[config.mk]
export PLATFORM = sky130hd
export DESIGN_NAME = mux_arb
export DESIGN_NICKNAME = d
export VERILOG_FILES = /design/src/rtl/mux_arb.sv
export SDC_FILE = /design/constraint.sdc
export NUM_CORES = 1
export LEC_CHECK = 0
export ABC_AREA = 1
export CAP_MARGIN = 20
export CORE_ASPECT_RATIO = 1.75
export CORE_MARGIN = 5
export CORE_UTILIZATION = 25
export DETAILED_ROUTE_END_ITERATION = 8
export SLEW_MARGIN = 15
export SYNTH_ARGS = -nofsm -noshare
export SYNTH_HDL_FRONTEND = slang
export SYNTH_SLANG_ARGS = --single-unit
[constraint.sdc]
create_clock -name clock -period 3.1 [get_ports clock]
set_input_delay 0.31 -clock clock [delete_from_list [all_inputs] [get_ports clock]]
set_output_delay 0.31 -clock clock [all_outputs]
set_load 0.05 [all_outputs]
[src/rtl/mux_arb.sv]
`default_nettype none
// +--------------------------------------------------------------------------+
// | mux_arb : registered N-channel selector, fixed-priority or round-robin.  |
// | Optional: MUX_ARB_SVA_EN compiles in the protocol assertions.            |
// | Revision: 1.0                                                            |
// +--------------------------------------------------------------------------+
module mux_arb #(
  parameter int WIDTH  = 4,
  parameter int NUM_CH = 3,
  localparam int CW    = (NUM_CH > 2) ? $clog2(NUM_CH) : 1
) (
  input  logic                    clock,
  input  logic                    reset_n,
  input  logic [NUM_CH*WIDTH-1:0] ip,
  input  logic [NUM_CH-1:0]       sel,
  input  logic                    rr_mode,
  input  logic                    hold,
  output logic [WIDTH-1:0]        mux_op,
  output logic                    op_valid,
  output logic [NUM_CH-1:0]       grant,
  output logic [CW-1:0]           grant_id
);

  localparam logic [CW-1:0]     c_last_init = CW'(NUM_CH - 1);
  localparam logic [NUM_CH-1:0] c_one       = NUM_CH'(1);

  logic [WIDTH-1:0]  r_mux;
  logic              r_valid;
  logic [NUM_CH-1:0] r_grant;
  logic [CW-1:0]     r_gid;
  logic [CW-1:0]     r_last;

  logic [CW-1:0]     w_win;
  logic [CW-1:0]     w_idx;
  logic              w_found;
  logic              w_any;
  logic [WIDTH-1:0]  w_data;
  int                w_pos;

  assign w_any = |sel;

  always_comb begin
    w_win   = '0;
    w_idx   = '0;
    w_found = 1'b0;
    w_pos   = 0;
    if (!rr_mode) begin
      for (int k = NUM_CH - 1; k >= 0; k--) begin
        w_idx = CW'(k);
        if (sel[w_idx]) w_win = w_idx;
      end
    end else begin
      // Search starts one past the previous winner and wraps.
      for (int n = 1; n <= NUM_CH; n++) begin
        w_pos = int'(r_last) + n;
        if (w_pos >= NUM_CH) w_pos = w_pos - NUM_CH;
        w_idx = CW'(w_pos);
        if (!w_found && sel[w_idx]) begin
          w_win   = w_idx;
          w_found = 1'b1;
        end
      end
    end
  end

  // Only the winning lane is read, so X on idle lanes cannot reach mux_op.
  assign w_data = ip[int'(w_win)*WIDTH +: WIDTH];

  always_ff @(posedge clock or negedge reset_n) begin
    if (!reset_n) begin
      r_mux   <= '0;
      r_valid <= 1'b0;
      r_grant <= '0;
      r_gid   <= '0;
      r_last  <= c_last_init;
    end else if (!hold) begin
      if (w_any) begin
        r_mux   <= w_data;
        r_valid <= 1'b1;
        r_grant <= c_one << w_win;
        r_gid   <= w_win;
        r_last  <= w_win;
      end else begin
        r_valid <= 1'b0;
        r_grant <= '0;
      end
    end
  end

  assign mux_op   = r_mux;
  assign op_valid = r_valid;
  assign grant    = r_grant;
  assign grant_id = r_gid;

`ifdef MUX_ARB_SVA_EN
  generate
    for (genvar k = 0; k < NUM_CH; k++) begin : g_sva_prio
      localparam logic [NUM_CH-1:0] c_lower = NUM_CH'((1 << k) - 1);
      a_prio: assert property (@(posedge clock) disable iff (!reset_n)
        (!rr_mode && !hold && sel[k] && ((sel & c_lower) == '0)) |=>
          (mux_op == $past(ip[k*WIDTH +: WIDTH])) && (int'(grant_id) == k));
    end
  endgenerate

  a_onehot: assert property (@(posedge clock) disable iff (!reset_n)
    $onehot0(grant));
  a_valid: assert property (@(posedge clock) disable iff (!reset_n)
    op_valid == |grant);
  a_hold: assert property (@(posedge clock) disable iff (!reset_n)
    hold |=> $stable({mux_op, op_valid, grant, grant_id}));
  // op_valid guarantees grant_id and the RR pointer agree.
  a_rr: assert property (@(posedge clock) disable iff (!reset_n)
    (rr_mode && !hold && (&sel) && op_valid) |=>
      int'(grant_id) == (int'($past(grant_id)) + 1) % NUM_CH);
`endif

endmodule
`default_nettype wire

# After elaboration in Yosys (flattened, before gate mapping)
# Index checks and enable logic that the tools add are counted.
[totals] latch_bits=0 mem_count=0 mem_bits_rw=0 input_bits=19 out_inout_bits=10 elab_cells=51 register_bits=12 rom_bits=0
[classes] n_mul=0 order_cmp=6 n_div=0 n_addsub=6 shifts=2 n_reduce_logical=6 mux=25 n_eq_ne=0 bitwise=1
[op_table] op="2-to-1 mux 2 bit" n=13
[op_table] op="variable part select 12 x 5 -> 4 bit" n=1
[op_table] op=">= comparator 3 x 2 -> 1 bit, second input constant" n=3
[op_table] op="< comparator 2 x 3 -> 1 bit, second input constant" n=3
[op_table] op="2-to-1 mux 1 bit" n=8
[op_table] op="adder 2 x 2 -> 3 bit, second input constant" n=2
[op_table] op="binary-select mux 1 bit (select 2 bit)" n=3
[op_table] op="subtractor 2 bit, second input constant" n=3
[op_table] op="adder 2 x 1 -> 3 bit, second input constant" n=1
[op_table] op="2-to-1 mux 3 bit" n=1
[op_table] op="OR reduction 3 bit" n=1
[op_table] op="left shift 1 x 2 -> 3 bit, first input constant" n=1
[op_table] op="logical AND 1 bit" n=2
[op_table] op="logical NOT 1 bit" n=2
[op_table] op="AND reduction 2 bit" n=1
[op_table] op="inverter 1 bit" n=1

# Logic depth before layout (Yosys ltp)
# Gate-level depths: netlist (run 1).
[depth] depth_word=18 depth_mapped=17 depth_no_buf=16

# Worst setup path before layout (run 1)
# No wires, ideal clock.
[synth_path] path_type="register to register" startpoint="reg r_last[1]" endpoint="reg r_mux[0] (netlist: mux_op[0])" setup_slack_ps=1164 synth_period_minus_slack_ps=1936 setup_time_ps=117 t_required_ps=2983 stages_incl_launch_ff=17 arrival_time_ps=1818 path_cell_list="dfstp_2 > inv_1 > ha_1 > buf_6 > inv_4 > nand2_1 > nand3_2 > nand2_4 > nand2_2 > nor2_4 > nand2_1 > nand2_2 > nand2_4 > nand2_4 > nand2_1 > nand3_1 > nand2_1"
[synth_between] elab_chain_len=17
[synth_rtl] item="start, declared" line_no="31" source="logic [CW-1:0] r_last;"
[synth_rtl] item="start signal, assigned" line_no="75" source="r_last <= c_last_init;"
[synth_rtl] item="start signal, assigned" line_no="82" source="r_last <= w_win;"
[synth_rtl] item="adder 2 x 1 -> 3 bit" line_no="55" source="w_pos = int'(r_last) + n;"
[synth_rtl] item=">= comparator 3 x 2 -> 1 bit / subtractor 2 bit (equally long branches)" line_no="56" source="if (w_pos >= NUM_CH) w_pos = w_pos - NUM_CH;"
[synth_rtl] item="2-to-1 mux 2 bit" line_no="56"
[synth_rtl] item="2-to-1 mux 2 bit" line_no="47" source="if (!rr_mode) begin"
[synth_rtl] item="binary-select mux 1 bit (select 2 bit)" line_no="58" source="if (!w_found && sel[w_idx]) begin"
[synth_rtl] item="2-to-1 mux 1 bit (implied by the code)" line_no="58"
[synth_rtl] item="2-to-1 mux 1 bit" line_no="58"
[synth_rtl] item="2-to-1 mux 1 bit" line_no="47"
[synth_rtl] item="logical NOT 1 bit" line_no="58"
[synth_rtl] item="logical AND 1 bit" line_no="58"
[synth_rtl] item="2-to-1 mux 1 bit" line_no="58"
[synth_rtl] item="2-to-1 mux 1 bit" line_no="47"
[synth_rtl] item="logical NOT 1 bit" line_no="58"
[synth_rtl] item="logical AND 1 bit" line_no="58"
[synth_rtl] item="2-to-1 mux 2 bit (*)" line_no="58"
[synth_rtl] item="2-to-1 mux 2 bit (*)" line_no="47"
[synth_rtl] item="variable part select 12 x 5 -> 4 bit (*)" line_no="67" source="assign w_data = ip[int'(w_win)*WIDTH +: WIDTH];"
[synth_rtl] item="end signal, assigned" line_no="78" source="r_mux <= w_data;"
[synth_rtl] item="end, declared" line_no="27" source="logic [WIDTH-1:0] r_mux;"
# Every way passes the cells marked *; elsewhere a longest branch is shown, timed or not. The select of a mux whose other input is x is not followed.
# A chain may end at the register's enable or synchronous reset.

==> reports/summary.txt, run 1 <==
Status: finished clean
Port bufs: 28
Worst ir drop on vdd: 0.275 mV
Avg Vias per Cell: 4.36
Largest net degree at the start of global routing: 12
Syn nets: 161
DRC violations left: 0
DR iter-0 viols: 11
# fillers: 408
Die span in y: 91.0 µm
Nets: 192
Clock transition at the registers of the reported paths: 50 ps
Pleak: 0.000659 µW
Yosys reg bits: 11
Crit-path max FO: 8
Worst hold slack: 415 ps
Worst-Skew Late Latency: 230 ps
Drt pass-1 iters: 4
Final wirelength: 2510 µm
Most common cell after layout, fill and taps aside: nand2_1
Die area: 0.00512 mm²
Logic pwr share: 0.610
Die Wd: 56.3 µm
IO Pins: 29
DP Worst Slack: 830 ps
# resized after CTS: 0
Placement Cell Area: 0.00126 mm²
Share of cells above drive strength 1: 0.143
Initial antenna violation count: 0
Sequential share of power: 0.229
Pwr per Cell Area: 693 mW/mm²
Flop-to-flop setup slack: 810 ps
# Max-Cap Violations: 0
Seq/Total Area, Yosys: 0.295
Pint: 464 µW
Warnings, synthesis: 0
First-pass GRT wire length: 4270 µm
Core area: 0.00363 mm²
Most frequent cells in the layout: nand2_1, clkdlybuf4s50_1, inv_1
Post-Syn Instances: 138
Clock tree buffer depth: 2
GRT Total Usage: 0.105
Type of destination of the critical path: flip-flop
Worst Max-Slew Pin Slew: 512 ps
F_max: 436 MHz
Min Tclk post-route: 2290 ps
Placed insts: 210
FP Rows: 29
RSZ-0062 raised after global routing: no
Slew headroom: 0.658
Total CTS buffers: 3
Setup Fix Bufs, Post-CTS: 0
Net switching power: 437 µW
Inserted Diodes: 0
Setup TNS: 0 ps
Remaining antenna violation count: 0
RR Startpoint: grant_id[0]
Count of pins over their slew limit: 0
Post-synthesis to final-layout area growth: 38.9%
Class of the worst hold path: input port to async pin
CTS tree: done
Starting Density: 0.258
Final Cycle Share: 0.739
Worst Reg2Reg Path Length in Cells: 12
Hold Buf Count CTS: 0
Root Driver: clkbuf_8
Clk network pwr share: 0.161
Clock sinks: 11
R2R Path End: mux_op[2]
Avg Synthesized Cell Area: 6.79 µm²
HPWL Detailed: 2120 µm
Routed vias: 933
H-tree depth: 1
GRT Residual Overflow: 0
CP Data Required Time: 3280 ps
CP Data Arrival Time: 2470 ps
Finished Cell Area: 0.00130 mm²
Final setup viols: 0
Sw Share: 0.485
Crit path setup slack, layout: 808 ps
Hold Fails Final Rpt: 0
Critical path class: flip-flop to flip-flop
WL per Instance: 11.7 µm
Cell variety after synth: 24
Critical Path Source Type: flip-flop
Final cell count without fillers: 214
Syn Std Cell Area: 937 µm²
Clock skew: 1.85 ps
Vias in the first global route: 945
RD Place Congestion: 0.809
## worst max-delay path, stage by stage (launching register included)
cell	delay (ps)
dfrtp_1	500
inv_1	150
ha_1	500
nor2_2	80
nor2_2	170
nand2_1	110
nand2_2	100
nor2_4	40
nand2_2	60
nand3_4	100
a21oi_4	220
nand3_1	120
nand2_1	70
## flip-flops by register name, indices dropped and copies added, names as in the netlist
name and cells:
op_valid 1, r_last 1, grant_id 2, grant 3
mux_op 4
## area by class of cell
cell class	count	area (µm²)	area share
inverters	25	96.3	0.0740
repair buffers	28	280	0.215
multi-input cells	100	546	0.419
clock buffers	4	45.0	0.0346
well taps	46	57.6	0.0442
flip-flops and latches	11	277	0.212
## how the worst max path moves through the flow
stage,start,end
after detailed placement,grant_id[0],mux_op[2]
after global routing,grant_id[0],mux_op[2]
after global placement,grant_id[0],mux_op[2]
final,grant_id[0],mux_op[2]
after CTS,grant_id[0],mux_op[2]
after floorplan,r_last[1],mux_op[0]
## cells in the mapped netlist
master,number,area share
nand3_1,17,0.091
nor2_1,1,0.0040
nand2_1,50,0.20
nand2_2,5,0.033
buf_6,1,0.012
and2_2,1,0.0080
inv_2,3,0.012
nand4_1,6,0.040
nand3_2,1,0.011
ha_1,4,0.053
a21oi_4,1,0.017
dfstp_2,1,0.028
dfrtp_1,10,0.27
nand2_4,3,0.036
buf_4,1,0.0080
inv_4,1,0.0067
nand3_4,1,0.019
nand3b_1,1,0.0080
inv_1,21,0.084
and2_4,1,0.0093
nor2_2,2,0.013
o21ai_1,3,0.016
a21oi_1,2,0.011
nor2_4,1,0.012
## power groups by stage
stage	clock network, µW	registers, µW	logic [µW]
floorplan	0	310	313
global route	154	211	608
finish	145	207	550
global placement	0	209	555
detailed placement	0	209	555
CTS	146	208	556
## per-layer routing
metal,track usage,vias up,part of all wire
li1,-,488,-
met1,0.119,422,0.39
met2,0.182,17,0.54
met3,0.0298,6,0.043
met4,0.0436,0,0.025
met5,0,-,0
## through the flow
| step | total power, µW | utilization |
|---|---|---|
| after floorplan | 623 | - |
| after global placement | 764 | 0.346 |
| after global routing | 973 | 0.359 |
| final | 901 | 0.359 |
| after CTS | 910 | 0.359 |
| after detailed placement | 764 | 0.346 |
## cells by family (layout without fill, tap and decap cells)
logic type | after synthesis | count (layout) | share of synthesized area
simple gates | 90 | 90 | 0.485
buf+inv | 27 | 57 | 0.123
flops | 11 | 11 | 0.295
compound gates | 6 | 6 | 0.0441
fa+ha+maj | 4 | 4 | 0.0534
Power figures use the tool's default switching activity.
==> run 2: changes to the inputs <==
clock period = 1.9 ns   (was 3.1 ns; I/O delays follow)
==> run 2 against run 1 <==
  * The run now ends with setup timing left
  * Final area increased by 12%
  * Global-route usage up 1.1 points
  * Utilization increased by 4.3 points
  * Worst setup slack got worse by 900 ps
  * Register-to-register slack worse by 900 ps
  * Clock power rose by 61%
  * Sequential share of layout area decreased by 2.3 points
  * Via count increased by 8.1%
  * Worst hold slack got worse by 110 ps
  * Flip-flop and latch count is the same
  * Critical path type unchanged
  * Critical endpoint is now grant[1]
  * Highest routed layer unchanged
==> reports/summary.txt, run 2 (synthesized netlist as in run 1, its figures left out) <==
Die span in y: 91.0 µm
Slew headroom: 0.645
Clock skew: 4.96 ps
RSZ-0062 raised after global routing: yes
Routed vias: 1009
Hold Fails Final Rpt: 0
# fillers: 392
Drt pass-1 iters: 4
Post-synthesis to final-layout area growth: 55.5%
Clock sinks: 11
CP Cell Sequence: inv_2, ha_4, inv_4, nand2_2, nand3_2, nand2_4, nand2_4, nor2_4, nand2_1, nand2_2, nand2_4, buf_4, nand3_1, nand2_1
Class of the worst hold path: input port to async pin
Starting Density: 0.258
Type of destination of the critical path: flip-flop
Critical Path Source Type: flip-flop
Final wirelength: 2770 µm
Core Util, Final: 0.402
CP most frequent cell: nand2_4
CP peak stage delay: 530 ps
Clock transition at the registers of the reported paths: 50 ps
Count of pins over their slew limit: 0
Root Driver: clkbuf_8
CP Data Required Time: 2030 ps
DRC violations left: 0
Initial antenna violation count: 0
Crit path setup slack, layout: -87.5 ps
H-tree depth: 1
Core area: 0.00363 mm²
Worst Reg2Reg Path Length in Cells: 14
Die Wd: 56.3 µm
Most frequent cells in the layout: nand2_1, clkdlybuf4s50_1, inv_1
First-pass GRT wire length: 4710 µm
Avg Vias per Cell: 4.44
DP Worst Slack: -69.6 ps
Crit-path max FO: 7
IO Pins: 29
Share of cells above drive strength 1: 0.287
CP Data Arrival Time: 2110 ps
CP delay by family, top: simple AND/OR/NAND/NOR gates
# Max-Cap Violations: 0
RR Startpoint: r_last[1]
Max reg flops: 4
Clock tree buffer depth: 2
Flop-to-flop setup slack: -90 ps
CTS tree: done
RD Place Congestion: 0.773
HPWL Detailed: 2250 µm
Most common cell after layout, fill and taps aside: nand2_1
Worst Max-Slew Pin Slew: 531 ps
Pleak: 0.000733 µW
GRT Total Usage: 0.116
Min Tclk post-route: 1990 ps
WL per Instance: 12.2 µm
Inserted Diodes: 0
Final Cycle Share: 1.05
CP max-delay cell: dfstp_2
Failing checks: setup timing
Nets: 205
Remaining antenna violation count: 0
Vias in the first global route: 1077
Port bufs: 28
Status: complete, but fails checks
Largest net degree at the start of global routing: 12
R2R Path End: grant[1]
GRT Residual Overflow: 0
F_max: 503 MHz
Final setup viols: 6
Worst-Skew Late Latency: 240 ps
DR iter-0 viols: 15
Critical path class: flip-flop to flip-flop
CP Buf/Inv Count: 3
Worst ir drop on vdd: 0.666 mV
Pwr per Cell Area: 1150 mW/mm²
Total CTS buffers: 3
Die area: 0.00512 mm²
FP Rows: 29
[run 2: cell count changes in the layout (fill, tap and decap cells not counted), sizes merged]
cell,change
buf,+13
[run 2: repair_timing]
item                                   CTS  global route
gates resized for setup                  7             9
cloned                                   0             0
setup endpoints to repair                7            10
setup buffers                            3             1
pin swaps                                3             7
endpoints found under the hold margin    0             0
hold buffers                             0             0
[run 2: final cells by class]
type	count	area [µm²]	area share
well taps	46	57.6	0.0395
inverters	25	96.3	0.0661
repair buffers	41	378	0.259
multi-input cells	100	604	0.415
flip-flops and latches	11	277	0.190
clock buffers	4	45.0	0.0309
[run 2: routing by layer]
metal,global-route usage,up-vias,share of wire
met1,0.113,475,0.38
met3,0.0227,6,0.021
li1,-,515,-
met4,0.0634,0,0.024
met5,0,-,0
met2,0.222,13,0.58
[run 2: worst max-delay path by stage]
stage / to / from / slack, ps / cells after the start
after CTS: mux_op[1] / r_last[1] / -60 / 14
final: grant[1] / r_last[1] / -90 / 14
after floorplan: mux_op[0] / grant_id[0] / 1 / 16
after detailed placement: mux_op[1] / r_last[1] / -70 / 15
after global routing: mux_op[3] / r_last[1] / -210 / 15
after global placement: mux_op[3] / r_last[1] / -60 / 15
[run 2: power by group]
group / switching (µW) / total (µW) / internal [µW]
Clock: 86.5 / 234 / 147
Sequential: 35.5 / 331 / 296
Combinational: 668 / 1120 / 449
Total: 790 / 1680 / 892
[run 2: stage by stage]
| step | total power (µW) | hold slack (ps) | cells | setup TNS (ps) | instance area (µm²) |
|---|---|---|---|---|---|
| 5_1_grt | 1800 | 359 | 227 | -1440 | 1460 |
| 2_1_floorplan | 1030 | -106 | 138 | 0 | 950 |
| 4_1_cts | 1650 | 320 | 226 | -279 | 1430 |
| 3_5_place_dp | 1330 | 474 | 219 | -314 | 1340 |
| 6_report | 1680 | 304 | 227 | -420 | 1460 |
| 3_3_place_gp | 1330 | 472 | 219 | -231 | 1340 |
==> run 3: changes to the inputs <==
ABC_CLOCK_PERIOD_IN_PS = 1900   (was not set)
CTS_CLUSTER_DIAMETER = 100   (was not set)
==> results of run 3 <==
No change in the layout: final DEF, timing and power equal those of run 2.
